--- config.mk ---
export PLATFORM = sky130hd
export DESIGN_NAME = lcd_bus_monitor
export DESIGN_NICKNAME = d
export VERILOG_FILES = /design/src/rtl/lcd_bus_monitor.sv
export SDC_FILE = /design/constraint.sdc
export NUM_CORES = 1
export LEC_CHECK = 0
export CAP_MARGIN = 20
export CORE_UTILIZATION = 50
export DETAILED_ROUTE_END_ITERATION = 10
export GPL_TIMING_DRIVEN = 1
export PLACE_DENSITY = 0.68
export SYNTH_ARGS = -nofsm -noshare
export SYNTH_HDL_FRONTEND = slang
export SYNTH_SLANG_ARGS = --single-unit
--- constraint.sdc ---
create_clock -name clk -period 6.75 [get_ports clk]
set_input_delay 0.675 -clock clk [delete_from_list [all_inputs] [get_ports clk]]
set_output_delay 0.675 -clock clk [all_outputs]
set_load 0.01 [all_outputs]
--- src/rtl/lcd_bus_monitor.sv ---
// Passive HD44780-style 8-bit LCD bus receiver: decodes EN falling-edge writes into
// char/command events and keeps a 2x16 shadow frame with a registered read port.
module lcd_bus_monitor (
    input  logic       clk,
    input  logic       reset,
    input  logic [7:0] lcd_data,
    input  logic       lcd_rs,
    input  logic       lcd_rw,
    input  logic       lcd_en,
    output logic       char_valid,
    output logic [4:0] char_pos,
    output logic [7:0] char_code,
    output logic       cmd_valid,
    output logic [7:0] cmd_code,
    output logic       display_on,
    output logic       busy,
    output logic       err_overrun,
    output logic       err_addr,
    input  logic [4:0] rd_idx,
    output logic [7:0] rd_char
);

    localparam logic [7:0] BLANK = 8'h20;

    typedef enum logic {S_IDLE, S_FILL} state_t;
    typedef enum logic [2:0] {C_NONE, C_CLEAR, C_HOME, C_ENTRY, C_DISP, C_DDRAM} cmd_t;

    logic [1:0] en_sync;
    logic       en_d;
    logic [1:0] rs_sync;
    logic [1:0] rw_sync;
    logic [7:0] data_s1;
    logic [7:0] data_s2;

    state_t     state, next_state;
    logic [4:0] fill_idx, next_fill_idx;
    cmd_t       cmd_kind;

    logic [6:0] addr;
    logic       inc;
    logic [4:0] cur_idx;
    logic       xfer_wr;
    logic       data_wr;
    logic       cmd_wr;
    logic       ddram_ok;

    logic       wr_en;
    logic [4:0] wr_idx;
    logic [7:0] wr_data;
    logic [7:0] shadow [32];

    // All bus pins share one 2-flop chain; en gets a third flop for the falling edge.
    always_ff @(posedge clk or posedge reset) begin
        if (reset) begin
            en_sync <= 2'b00;
            en_d    <= 1'b0;
            rs_sync <= 2'b00;
            rw_sync <= 2'b00;
            data_s1 <= 8'h00;
            data_s2 <= 8'h00;
        end else begin
            // NOTE: non-blocking so each stage captures the previous stage's old value.
            en_sync <= {en_sync[0], lcd_en};
            en_d    <= en_sync[1];
            rs_sync <= {rs_sync[0], lcd_rs};
            rw_sync <= {rw_sync[0], lcd_rw};
            data_s1 <= lcd_data;
            data_s2 <= data_s1;
        end
    end

    assign xfer_wr  = en_d & ~en_sync[1] & ~rw_sync[1];
    assign data_wr  = xfer_wr & (state == S_IDLE) & rs_sync[1];
    assign cmd_wr   = xfer_wr & (state == S_IDLE) & ~rs_sync[1];
    assign cur_idx  = {addr[6], addr[3:0]};
    assign ddram_ok = (data_s2[5:4] == 2'b00);

    always_comb begin
        // NOTE: default first so every path assigns cmd_kind and no latch is inferred.
        cmd_kind = C_NONE;
        casez (data_s2)
            8'b1???_????: cmd_kind = C_DDRAM;
            8'b0000_1???: cmd_kind = C_DISP;
            8'b0000_01??: cmd_kind = C_ENTRY;
            8'b0000_001?: cmd_kind = C_HOME;
            8'b0000_0001: cmd_kind = C_CLEAR;
            default:      cmd_kind = C_NONE;
        endcase
    end

    // Cursor step with line wrap: 0x0F<->0x40 and 0x4F<->0x00.
    function automatic logic [6:0] step_addr(input logic [6:0] a, input logic up);
        if (up)
            step_addr = (a[3:0] == 4'hF) ? {~a[6], 6'h00} : a + 7'd1;
        else
            step_addr = (a[3:0] == 4'h0) ? {~a[6], 6'h0F} : a - 7'd1;
    endfunction

    always_ff @(posedge clk or posedge reset) begin
        if (reset) begin
            state    <= S_FILL;
            fill_idx <= 5'd0;
            busy     <= 1'b0;
        end else begin
            state    <= next_state;
            fill_idx <= next_fill_idx;
            busy     <= (next_state == S_FILL);
        end
    end

    always_comb begin
        next_state    = state;
        next_fill_idx = fill_idx;
        wr_en         = 1'b0;
        wr_idx        = cur_idx;
        wr_data       = data_s2;
        case (state)
            S_IDLE: begin
                if (cmd_wr && cmd_kind == C_CLEAR) begin
                    next_state    = S_FILL;
                    next_fill_idx = 5'd0;
                end else if (data_wr) begin
                    wr_en = 1'b1;
                end
            end
            S_FILL: begin
                wr_en         = 1'b1;
                wr_idx        = fill_idx;
                wr_data       = BLANK;
                next_fill_idx = fill_idx + 5'd1;
                if (fill_idx == 5'd31)
                    next_state = S_IDLE;
            end
            default: next_state = S_IDLE;
        endcase
    end

    always_ff @(posedge clk or posedge reset) begin
        if (reset) begin
            addr        <= 7'h00;
            inc         <= 1'b1;
            display_on  <= 1'b0;
            err_overrun <= 1'b0;
            err_addr    <= 1'b0;
            char_valid  <= 1'b0;
            char_pos    <= 5'd0;
            char_code   <= 8'h00;
            cmd_valid   <= 1'b0;
            cmd_code    <= 8'h00;
        end else begin
            char_valid <= data_wr;
            cmd_valid  <= cmd_wr;
            if (xfer_wr && state == S_FILL)
                err_overrun <= 1'b1;
            if (data_wr) begin
                char_pos  <= cur_idx;
                char_code <= data_s2;
                addr      <= step_addr(addr, inc);
            end
            if (cmd_wr) begin
                cmd_code <= data_s2;
                case (cmd_kind)
                    C_CLEAR: begin
                        addr <= 7'h00;
                        inc  <= 1'b1;
                    end
                    C_HOME:  addr <= 7'h00;
                    C_ENTRY: inc <= data_s2[1];
                    C_DISP:  display_on <= data_s2[2];
                    C_DDRAM: begin
                        if (ddram_ok) begin
                            addr <= data_s2[6:0];
                        end else begin
                            err_addr <= 1'b1;
                            addr     <= 7'h00;
                        end
                    end
                    default: ;
                endcase
            end
        end
    end

    // NOTE: the shadow array has no reset; the FILL pass after reset initialises it.
    always_ff @(posedge clk) begin
        if (wr_en)
            shadow[wr_idx] <= wr_data;
    end

    // Write-first: a write landing on the read index this cycle is forwarded.
    always_ff @(posedge clk or posedge reset) begin
        if (reset)
            rd_char <= 8'h00;
        else
            rd_char <= (wr_en && wr_idx == rd_idx) ? wr_data : shadow[rd_idx];
    end

endmodule
==> flow_summary.toml <==
[status]
status = "completed"

[routing]
drt_first_pass_iters = 5
drtIter0Drc = 647
vias = 6890
avgViaCountPerCell = 5.91
drtAntennaViolNets = 0
routed_wl_um = 28200
drc = 0
wl_per_cell_um = 24.2

[clock_network]
clock_latency_ns = 0.52
cts_root_buf = "clkbuf_16"
cts_tree = "done"
post-cts-setup-buffers = 0
cts_hold_buf = 0
htreeDepth = 2
cts_resized = 0
cts.path.max_buffers = 3
clk_pin_slew_worst_paths_ns = 0.06
cts.sinks = 326
cts_made_buffers = 34

[worst_setup_path]
crit_path_top_delay_cell = "dfstp_2"
max_stage_delay_ns = 0.89
cp.required_ns = 6.93
crit_path_end_kind = "flip-flop"
cp_data_arrival_time_ns = 4.24
criticalPathCategory = "reg2reg"
startpoint_type = "flip-flop"
cp_max_fo = 24
path_cells = "inv_1 > nand3_1 > clkinv_1 > a22oi_1 > nor2_1"

[placed_design]
place.gp.congestion = 0.879
dp_worst_setup_slack_ns = 2.79
place_hpwl_um = 17800
placedCellCount = 1104
placed_area_sq_um = 13700
numPortBuffers = 52

[timing]
layout_setup_ws_ns = 2.69
rsz0062_at_grt = "false"
hold_slack_ns = 0.346
tightest_slew_ns = 0.913
setup_viol = 0
finalHoldViolations = 0
tns_ns = 0
final_max_slew_viol_count = 0
maxSlewHeadroom = 0.389
fin_crit_sh = 0.602
finalClockSkew_ns = 0.0161
period_needed_ns = 4.06
max_freq_ghz = 0.246

[die]
rows = 58
die-width_um = 163
die-area_sq_um = 26500
start_util = 0.512
core_region_area_sq_um = 25300
die_y_um = 163
io_pins = 53

[worst_hold_path]
hold_path.class = "reg2reg"

[cells_and_area]
fin_area_sq_um = 14900
layout.nets = 833
antennaDiodeCount = 0
areaGrowthSynthToFinish_pct = 15.0
postLayoutCoreUtil = 0.589
layout-drive-gt1-share = 0.157
multiInputGateArea_sq_um = 3240
fillers = 1840
stdcell_count = 1165
seqCellArea_sq_um = 9440

[yosys]
yosysWarnings = 0
syn-num-nets = 767
synth_largest_area_cell = "edfxtp_1"
yosysTopAreaCellShare = 0.594
avgSynthCellArea_sq_um = 17.4
ys_seq_elements = 326
netlist_top_cells_area = "edfxtp_1 (59%), dfrtp_1 (13%), mux4_2 (7.8%), nand2_1 (2.8%), mux4_1 (2.6%)"
seq_area_frac_synth = 0.730
synth_edf_count = 256
syn_area_sq_um = 12900
syn_inst = 745
synthFlopType = "edfxtp_1"
ys_types = 58
async_reset_ff_frac = 0.215

[pwr]
p_leak_nw = 5.24
total_power_mw = 4.62
ir_worst_vdd_mv = 0.225
power.density_nw_per_um2 = 311

[grt]
top_usage_layer = "met2"
met1_usage = 0.310
antenna_found_initial = 0
grtUsageMet3 = 0.0344
gr-usage-met2 = 0.372
grt_pass1_vias = 7081
grt_use_total = 0.225
overflow = 0
grt_max_degree = 71
grt_pass1_wl_um = 43500

[run]
drv_cap = 0
[critical path, delay by kind of cell (launching register included)]
kind                   cells  cell delay [ns]
DFF                        1             0.89
AOI/OAI and AO/OA          1             0.84
buffers and inverters      2             0.93
and+or+nand+nor            2             1.05
[layout by cell type (no fill, tap or decap), drive strengths merged, types with 6 or more instances in the layout]
master	instances
edfxtp	256
nand2	95
dfrtp	68
mux4	58
nor2	52
clkbuf	51
clkdlybuf4s50	49
mux2i	34
buf	16
o21ai	15
inv	13
mux2	12
clkinv	10
nor2b	9
a21oi	8
a31oi	8
a22oi	8
nand3	6
[registers in the layout, indices dropped and copies added, names as in the netlist, 2 cells and up]
register,count
fill_idx,5
shadow,256
rw_sync,2
en_sync,2
data_s1,8
rd_char,8
rs_sync,2
addr,5
cmd_code,8
data_s2,8
char_pos,5
char_code,8
[layer usage]
metal / vias to the layer above / routed length (um)
met4: 0 / 650
met1: 3573 / 11600
li1: 3006 / -
met3: 47 / 1760
met5: - / 0
met2: 264 / 14200
[synth_stat cells (9+ instances only)]
library cell and number:
clkbuf_1 15, dfrtp_1 68, edfxtp_1 256, inv_1 13, mux2_2 11, mux2i_1 33, mux4_1 13, mux4_2 45
nand2_1 95, nor2_1 52, nor2b_1 9, o21ai_0 13
[power breakdown]
part / internal [mW] / switching, mW / leakage [nW]
Clock: 1.10 / 0.731 / 0.544
Sequential: 2.24 / 0.0729 / 3.16
Combinational: 0.208 / 0.266 / 1.54
Total: 3.55 / 1.07 / 5.24
[worst paths after layout]
kind | startpoint | endpoint | slack [ns] | depth (start not counted)
worst max-delay path | state | shadow[12][6] | 2.69 | 5
worst min-delay path | data_s1[2] | data_s2[2] | 0.35 | 0
worst max register to register | state | shadow[12][6] | 2.69 | 5
worst min register to register | data_s1[2] | data_s2[2] | 0.35 | 0
max in group asynchronous | reset | char_pos[2] | 5.42 | 3
min in group asynchronous | reset | data_s2[6] | 0.75 | 3
[area by class of cell]
class	count	area share
clock buffers	51	0.0699
multi-input cells	369	0.218
well taps	330	0.0278
inverters	15	0.00379
repair buffers	65	0.0416
clock inverters	9	0.00437
flip-flops and latches	326	0.635
[kinds of logic (layout without fill, tap and decap cells)]
logic type	Yosys count	in the layout	share of synthesized area
compound gates	72	72	0.0385
xor+xnor	8	8	0.00542
fa+ha+maj	4	4	0.00387
buf+inv	50	140	0.0207
flops	326	326	0.730
mux	104	104	0.143
simple gates	181	181	0.0586
No activity file was read; power rests on OpenSTA's default activity.
